File: src/rtl/y86_pipe_ctrl.sv
// Y86-64 five-stage pipeline control: combinational stall/bubble generation,
// idle/run/halted sequencing, and saturating hazard statistics counters.
module y86_pipe_ctrl #(
    parameter int unsigned CNT_W = 32
) (
    input  logic             clk,
    input  logic             rst_n,
    input  logic             start,
    input  logic [3:0]       D_icode,
    input  logic [3:0]       E_icode,
    input  logic [3:0]       M_icode,
    input  logic [3:0]       d_srcA,
    input  logic [3:0]       d_srcB,
    input  logic [3:0]       E_dstM,
    input  logic             e_Cnd,
    input  logic [3:0]       m_stat,
    input  logic [3:0]       W_stat,
    output logic             F_stall,
    output logic             D_stall,
    output logic             W_stall,
    output logic             D_bubble,
    output logic             E_bubble,
    output logic             M_bubble,
    output logic             set_cc,
    output logic             running,
    output logic             halted,
    output logic [3:0]       halt_stat,
    output logic [CNT_W-1:0] cyc_cnt,
    output logic [CNT_W-1:0] lu_cnt,
    output logic [CNT_W-1:0] mp_cnt,
    output logic [CNT_W-1:0] ret_cnt
);

    localparam logic [3:0] IC_MRMOVQ = 4'h5;
    localparam logic [3:0] IC_JXX    = 4'h7;
    localparam logic [3:0] IC_RET    = 4'h9;
    localparam logic [3:0] IC_POPQ   = 4'hB;
    localparam logic [3:0] REG_NONE  = 4'hF;
    localparam logic [3:0] ST_HLT    = 4'h2;
    localparam logic [3:0] ST_ADR    = 4'h3;
    localparam logic [3:0] ST_INS    = 4'h4;

    localparam logic [CNT_W-1:0] CNT_MAX = '1;

    typedef enum logic [1:0] {
        S_IDLE   = 2'd0,
        S_RUN    = 2'd1,
        S_HALTED = 2'd2
    } state_t;

    state_t           state_q, state_d;
    logic [3:0]       halt_stat_q, halt_stat_d;
    logic [CNT_W-1:0] cyc_cnt_q, cyc_cnt_d;
    logic [CNT_W-1:0] lu_cnt_q, lu_cnt_d;
    logic [CNT_W-1:0] mp_cnt_q, mp_cnt_d;
    logic [CNT_W-1:0] ret_cnt_q, ret_cnt_d;

    logic lu, mp, rt, mx, wx;

    function automatic logic [CNT_W-1:0] sat_inc(input logic [CNT_W-1:0] v);
        return (v == CNT_MAX) ? v : v + CNT_W'(1);
    endfunction

    function automatic logic is_exc(input logic [3:0] s);
        return (s == ST_HLT) || (s == ST_ADR) || (s == ST_INS);
    endfunction

    // Hazard detection terms from in-flight instruction fields
    always_comb begin
        lu = ((E_icode == IC_MRMOVQ) || (E_icode == IC_POPQ)) &&
             (E_dstM != REG_NONE) &&
             ((E_dstM == d_srcA) || (E_dstM == d_srcB));
        mp = (E_icode == IC_JXX) && !e_Cnd;
        rt = (D_icode == IC_RET) || (E_icode == IC_RET) || (M_icode == IC_RET);
        mx = is_exc(m_stat);
        wx = is_exc(W_stat);
    end

    // Next state, halt status capture and Mealy pipeline controls
    always_comb begin
        state_d     = state_q;
        halt_stat_d = halt_stat_q;
        F_stall     = 1'b0;
        D_stall     = 1'b0;
        W_stall     = 1'b0;
        D_bubble    = 1'b0;
        E_bubble    = 1'b0;
        M_bubble    = 1'b0;
        set_cc      = 1'b0;
        unique case (state_q)
            S_IDLE: begin
                F_stall  = 1'b1;
                W_stall  = 1'b1;
                D_bubble = 1'b1;
                E_bubble = 1'b1;
                M_bubble = 1'b1;
                if (start) begin
                    state_d = S_RUN;
                end
            end
            S_RUN: begin
                F_stall  = lu | rt;
                D_stall  = lu;
                D_bubble = mp | (rt & !lu);
                E_bubble = mp | lu;
                M_bubble = mx | wx;
                W_stall  = wx;
                set_cc   = !(mx | wx);
                if (wx) begin
                    state_d     = S_HALTED;
                    halt_stat_d = W_stat;
                end
            end
            S_HALTED: begin
                F_stall = 1'b1;
                D_stall = 1'b1;
                W_stall = 1'b1;
            end
            default: begin
                state_d = S_IDLE;
            end
        endcase
    end

    // Saturating statistics, advancing only on RUN cycles
    always_comb begin
        cyc_cnt_d = cyc_cnt_q;
        lu_cnt_d  = lu_cnt_q;
        mp_cnt_d  = mp_cnt_q;
        ret_cnt_d = ret_cnt_q;
        if (state_q == S_RUN) begin
            cyc_cnt_d = sat_inc(cyc_cnt_q);
            if (lu) begin
                lu_cnt_d = sat_inc(lu_cnt_q);
            end
            if (mp) begin
                mp_cnt_d = sat_inc(mp_cnt_q);
            end
            if (rt && !lu && !mp) begin
                ret_cnt_d = sat_inc(ret_cnt_q);
            end
        end
    end

    // State and statistics registers
    always_ff @(posedge clk or negedge rst_n) begin
        if (!rst_n) begin
            state_q     <= S_IDLE;
            halt_stat_q <= 4'h0;
            cyc_cnt_q   <= '0;
            lu_cnt_q    <= '0;
            mp_cnt_q    <= '0;
            ret_cnt_q   <= '0;
        end else begin
            state_q     <= state_d;
            halt_stat_q <= halt_stat_d;
            cyc_cnt_q   <= cyc_cnt_d;
            lu_cnt_q    <= lu_cnt_d;
            mp_cnt_q    <= mp_cnt_d;
            ret_cnt_q   <= ret_cnt_d;
        end
    end

    assign running   = (state_q == S_RUN);
    assign halted    = (state_q == S_HALTED);
    assign halt_stat = halt_stat_q;
    assign cyc_cnt   = cyc_cnt_q;
    assign lu_cnt    = lu_cnt_q;
    assign mp_cnt    = mp_cnt_q;
    assign ret_cnt   = ret_cnt_q;

endmodule

File: config.mk
export PLATFORM = sky130hd
export DESIGN_NAME = y86_pipe_ctrl
export DESIGN_NICKNAME = d
export VERILOG_FILES = /design/src/rtl/y86_pipe_ctrl.sv
export SDC_FILE = /design/constraint.sdc
export NUM_CORES = 1
export LEC_CHECK = 0
export CAP_MARGIN = 30
export CORE_MARGIN = 2
export CORE_UTILIZATION = 41
export CTS_CLUSTER_SIZE = 20
export DETAILED_ROUTE_END_ITERATION = 8
export GPL_TIMING_DRIVEN = 0
export PLACE_DENSITY = 0.69
export SLEW_MARGIN = 20
export SYNTH_ARGS = -nofsm -noshare
export SYNTH_HDL_FRONTEND = slang
export SYNTH_SLANG_ARGS = --single-unit
File: constraint.sdc
create_clock -name clk -period 2.2 [get_ports clk]
set_input_delay 0.44 -clock clk [delete_from_list [all_inputs] [get_ports clk]]
set_output_delay 0.44 -clock clk [all_outputs]
set_load 0.01 [all_outputs]
**Word level (Yosys, flattened, before mapping)**

Index checks and enable logic that the tools add are counted.

- Reduce and logical (&&, ||, !) cells: 25
- Add/sub/neg operators: 4
- Magnitude comparators: 0
- Multiply operators: 0
- Div/mod/pow operators: 0
- Eq/ne operators: 23
- Bitwise operators: 10
- Shift operators: 0
- Mux-type cells: 10

Operators by type and width:

| kind | count |
|---|---|
| $add 32x1->32 const B | 4 |
| $eq 32x32->1 const B | 4 |
| $eq 4x2->1 const B | 4 |
| $eq 4x3->1 const B | 4 |
| $eq 4x4->1 const B | 4 |
| $pmux 1 s2 | 6 |
| $reduce_and 3->1 | 4 |
| $eq 4x4->1 | 2 |
| $logic_or 1x1->1 | 8 |
| $pmux 2 s3 | 1 |
| $logic_and 1x1->1 | 5 |
| $not 1->1 | 5 |
| $logic_not 1->1 | 4 |
| $mux 2 | 2 |
| $ne 4x4->1 const B | 1 |
| $or 1x1->1 | 4 |
| $reduce_and 2->1 | 2 |
| $eq 2x1->1 const B | 1 |
| $eq 2x2->1 const B | 1 |
| $logic_not 2->1 | 1 |
| $ne 2x1->1 const B | 1 |
| $ne 2x2->1 const B | 1 |
| $reduce_or 2->1 | 1 |
| $and 1x1->1 | 1 |
| $mux 1 | 1 |

- Memories kept: 0
- Output and inout bits: 141
- Memory bits (writable): 0
- Bits in latches: 0
- Bits in read-only memories: 0
- Input bits: 36
- Bits in registers: 134
- Word-level logic and storage cells: 78

**Logic depth before layout (Yosys ltp)**

- Depth after elaboration: 8
- Gate-level depth with buffers: 8
- Gate-level depth less buffers: 8

**Worst setup path after synthesis**

Ideal clock, no wire load.

- Path kind: register to register
- Start point: reg cyc_cnt_q[24], in the netlist cyc_cnt[24]
- End point: reg cyc_cnt_q[1], in the netlist cyc_cnt[1]
- Slack: 0.136 ns
- Path buffers: 0
- Library setup time: 0.128 ns
- Period minus slack after synthesis: 2.064 ns
- Required time: 2.072 ns
- Arrival time: 1.936 ns
- Cell stages (with the launch flop): 6
- Cell sequence: dfrtp_1 -> nand3_1 -> or3_4 -> nor4_4 -> a21o_2 -> mux2_1

- Word-level cells in the longest chain between the ends: 3

RTL lines:

| element | RTL line | RTL |
|---|---|---|
| start, declared | 53 | `logic [CNT_W-1:0] cyc_cnt_q, cyc_cnt_d;` |
| start signal, assigned | 157 | `cyc_cnt_q <= cyc_cnt_d;` |
| $eq 32x32->1 | 61 | `return (v == CNT_MAX) ? v : v + CNT_W'(1);` |
| $not 1->1 (no source line) | n/a |  |
| $reduce_and 2->1 (no source line) | n/a |  |

Every way passes these cells.
A chain may end at the register's enable or synchronous reset.

**Worst setup path after layout**

- Start point: reg state_q[1]
- End point: out W_stall

- Word-level cells in the longest chain between the ends: 3
- Elaborated cells on any way between the ends: 5
- Those cells by class: eq/ne: 2; mux: 1; reduce/logical: 2

RTL lines:

| element | RTL line | RTL |
|---|---|---|
| start, declared | 51 | `state_t state_q, state_d;` |
| start signal, assigned | 155 | `state_q <= state_d;` |
| $eq 2x2->1 or $logic_not 2->1 (tied branches) | 90 | `unique case (state_q)` |
| $reduce_or 2->1 (no source line) | n/a |  |
| $pmux 1 s2 * | 90 |  |
| end, declared | 20 | `output logic W_stall,` |

Every way passes the cells marked *; elsewhere a longest branch is shown, timed or not.

==> impl.org <==
** Power
- Net switching fraction of the power :: 27.8%
- Dividing total power by cell area gives a power density of 707 nW/um2.
- Combinational logic burns 21.2% of the power.
- Internal Pwr Total :: 5050 uW
- Of the total power, the clock network draws 38.4%.
- Maximum vdd ir drop :: 0.000564 V
- For this design the total switching power over the nets is 1950 uW.
- Final total power :: 6990 uW
- Relative contribution of sequential cells to total power :: 40.4%
- In this run the static leakage power is 0.00436 uW.

** Setup path
- Across all register-to-register paths, the minimum setup slack is 0.07 ns.
- Critical-path cell with the highest stage delay :: dfrtp_1
- The critical path ends at W_stall.
- In this design, the critical path's most frequently occurring cell is buf_4.
- In this run the critical register-to-register path is captured at cyc_cnt[19].
- The signal on the critical path passes through inv_2, ha_4, clkinvlp_4, buf_4, or2_4, a21oi_2, buf_4.
- By startpoint and endpoint, the worst setup path is classified as reg -> out.
- Crit start category :: register
- At the worst endpoint, the required time is 1.76 ns.
- Critical path fanouts, max :: 4
- R2r worst-path depth :: 10
- STA puts the critical path data arrival time at 1.77 ns.
- In this design, the stage delay of the slowest critical-path cell is 0.39 ns.
- Launching instance or port of the critical path :: state_q[1]
- Worst flop-to-flop path startpoint :: cyc_cnt[0]
- Worst Setup End Kind :: output port

** Synth
- Post-Syn Area :: 6710 um2
- Share of the synthesized area in the top cell type :: 50.0%
- Synthesis produced 633 cells.
- Nets in the synthesized netlist :: 677
- Leading cell types by count after synthesis :: dfrtp_1, xnor2_1, nand2_1
- Number of synthesized register bits :: 134
- Post-synthesis sequential area ratio :: 50.0%
- In this run, synthesis inferred 0 flip-flops with an integrated enable.
- By area the synthesized netlist is led by dfrtp_1, xnor2_1, xor2_1.
- The netlist uses 56 different library cells.
- Syn. warnings :: 0
- The biggest area contributor in the post-synthesis netlist is dfrtp_1.
- Leading cell type by number of instances after synthesis :: dfrtp_1
- Dividing the synthesized area by the synthesized cell count gives 10.6 um2.
- For this run, asynchronously set or reset flops after synthesis account for 100%.
- Flip-flop cell with the highest count after synthesis :: dfrtp_1

** GRT
- Entering global routing, the biggest net connects 71 pins.
- GR Overflow Total :: 0
- Number of global-route vias before repair :: 5,677
- Overall track demand over capacity in global routing :: 20.9%
- The number of antenna violations at the first check in global routing was 1.
- Wire length of the first global-routing pass :: 29.5 mm

** Finish
- The finished cells cover 9890 um2.
- The multi-input combinational cells in the finished layout cover a total of 3490 um2.
- Once layout is complete, the utilization of the core stands at 62.0%.
- Cells with a size suffix above 1 make up 18.6% of the layout.
- Nets :: 919
- Area overhead of the layout relative to synthesis :: 47.3%
- Count of filler cells inserted in the layout :: 1,316
- Across the whole layout, storage elements account for 3360 um2.

** Placement
- At the placement stage, the worst setup path has a slack of -1.16 ns.
- HPWL after detailed placement :: 12.7 mm
- Cell area after placement :: 8780 um2
- In this run the tool buffered the top-level ports with 176 buffer cells.
- Global placement routability congestion :: 0.828

** STA
- The max-slew violation count came to 0.
- Setup violations remaining at the end of the flow were counted as 1.
- Hold timing on the final database bottoms out at a slack of 0.428 ns.
- Clock period minus worst slack :: 2.21 ns
- The final hold violation count was 0.
- Setup repair after global routing missed its margin :: true
- Of the available clock period, the critical path in the final layout requires 101%.
- Worst Clk Skew :: 0.00933 ns
- Final setup margin :: -0.0124 ns
- Based on the critical path, the design can be clocked at up to 452 MHz.
- Worst max-slew margin expressed relative to the limit :: 66.7%
- Transition at the pin with the smallest max-transition slack :: 0.500 ns

** Clocking
- The clock reaches the later pin of the worst-skew pair after 0.41 ns.
- The cell sitting at the root of the clock tree is a clkbuf_16.
- Clk pin slew, worst setup/hold paths :: 0.05 ns
- H-tree depth :: 4
- The longest clock path from root to sink contains 2 buffers.
- CTS tree :: done
- Number of buffers created by CTS :: 17
- Clock sinks :: 134

** Routing
- First-pass iteration count of the detailed router :: 4
- Dividing the detail-routed wire length by the instance count gives 16.5 um.
- DRC violation count after routing :: 0
- Routed vias/inst :: 5.10
- The first routing iteration left 328 violations.
- Via count :: 5,629
- Count of antenna-violating nets left after detailed routing :: 0
- Wire length after detailed routing :: 18.2 mm

** Status
- The checks that failed: negative setup slack.
- The run finished, with violations left.

** Floorplanning
- Count of pins on the block boundary :: 177
- Initial standard-cell utilization of the core :: 42.1%
- Die footprint :: 17,400 um2
- DIE HEIGHT :: 132 um
- Core box area :: 15,900 um2
- Standard-cell row count :: 46
- From left edge to right edge, the die measures 132 um.

** Run
- Across the run, the number of max-cap violations was 0.

** Hold path
- The min-delay analysis places its worst path in the category in -> reg.
[routing by layer]
metal | wire, um | global-route usage [%] | up-vias
li1 | - | - | 2687
met1 | 8030 | 27.6 | 2770
met2 | 8900 | 33.9 | 148
met3 | 946 | 5.65 | 22
met4 | 255 | 5.86 | 2
met5 | 13 | 0 | -
[repair_timing]
| action | 4_1_cts | 5_1_grt |
|---|---|---|
| buffers inserted | 20 | 29 |
| setup endpoints to repair | 62 | 80 |
| endpoints found under the hold margin | 64 | 0 |
| hold buffers | 1 | 0 |
| pin swaps | 24 | 37 |
| resized for setup | 85 | 65 |
[how the worst min path moves through the flow]
| stage | cells past startpoint | endpoint | slack [ns] | from |
|---|---|---|---|---|
| after floorplan | 0 | cyc_cnt[0] | 0.14 | rst_n |
| after global placement | 2 | halt_stat[1] | 0.47 | halt_stat[1] |
| after detailed placement | 1 | lu_cnt[17] | 0.41 | rst_n |
| final | 2 | halt_stat[0] | 0.43 | W_stat[0] |
| after global routing | 2 | halt_stat[0] | 0.44 | W_stat[0] |
| after CTS | 2 | halt_stat[0] | 0.42 | W_stat[0] |
[power by group through the flow]
stage / Combinational (uW) / Sequential, uW / Clock [uW]
after floorplan: 491 / 2890 / 0
after global placement: 1270 / 2850 / 0
after detailed placement: 1310 / 2860 / 0
after CTS: 1420 / 2820 / 2730
after global routing: 1620 / 2860 / 2840
final: 1480 / 2830 / 2680
[area by class of cell]
cell class | count | share of cell area (%)
multi-input combinational | 474 | 35.3
antenna | 1 | 0.0253
buffer | 4 | 0.278
sequential | 134 | 34.0
tap | 216 | 2.73
inverter | 17 | 0.683
clock buffer | 20 | 4.42
timing repair buffer | 227 | 21.5
clock inverter | 10 | 1.10
[state kept, by name, indices dropped and copies added (netlist names)]
signal     flops
state_q        2
lu_cnt        32
halt_stat      4
cyc_cnt       32
ret_cnt       32
mp_cnt        32
[cell usage in the layout (no fill, tap or decap), types with 3 or more instances in the layout]
cell / netlist / final
a21oi_1: 8 / 4
clkinv_2: 0 / 5
clkbuf_2: 0 / 9
clkdlybuf4s50_1: 0 / 139
dlygate4sd2_1: 0 / 9
nor2_1: 49 / 45
ha_1: 8 / 5
clkinvlp_4: 0 / 3
nor4bb_4: 0 / 3
nand2b_1: 5 / 5
nor3_1: 18 / 15
or2_4: 0 / 3
clkbuf_16: 0 / 17
nor4_4: 3 / 4
and2_1: 11 / 9
mux2_2: 4 / 4
inv_1: 17 / 15
or3_4: 2 / 3
nor4_1: 4 / 4
dfrtp_2: 0 / 4
buf_4: 1 / 46
nand2_1: 57 / 57
buf_6: 0 / 7
nand4_1: 46 / 46
xnor2_1: 89 / 88
dlymetal6s2s_1: 0 / 7
dfrtp_1: 134 / 130
and4_1: 10 / 8
nor3_2: 4 / 6
and3_1: 17 / 17
buf_2: 3 / 6
nor2_2: 0 / 4
clkdlybuf4s15_1: 0 / 4
nor3b_4: 0 / 3
xor2_1: 42 / 42
nand3_1: 45 / 45
clkbuf_1: 3 / 3
a21oi_2: 0 / 3
o21ai_0: 7 / 4
and2_4: 1 / 3
[per-stage QoR]
stage	setup TNS, ns	std cells
6_report	-0.0124	1103
5_1_grt	-0.353	1102
4_1_cts	-0.144	1076
3_5_place_dp	-39.93	1026
3_3_place_gp	-642.36	1025
2_1_floorplan	0	633
[cell families (layout without fill, tap and decap cells)]
group                      Yosys count  in the layout  share of synthesized area [%]
and+or+nand+nor                    298            298                           25.0
DFF                                134            134                           50.0
xor gates and xnor gates           131            131                           17.1
AOI/OAI and AO/OA                   30             30                           3.80
buffers and inverters               25            278                           1.51
adders and majority gates            8              8                           1.49
muxes                                7              7                           1.14
other                                0              1                              0
[critical path, delay by kind of cell, from the launching register on]
kind / cells / cell delay (ns)
adders and majority gates: 1 / 0.17
buffers and inverters: 4 / 0.47
DFF: 1 / 0.39
AOI/OAI and AO/OA: 1 / 0.12
and+or+nand+nor: 1 / 0.23
Note: power is estimated with default switching activity, not from simulation.
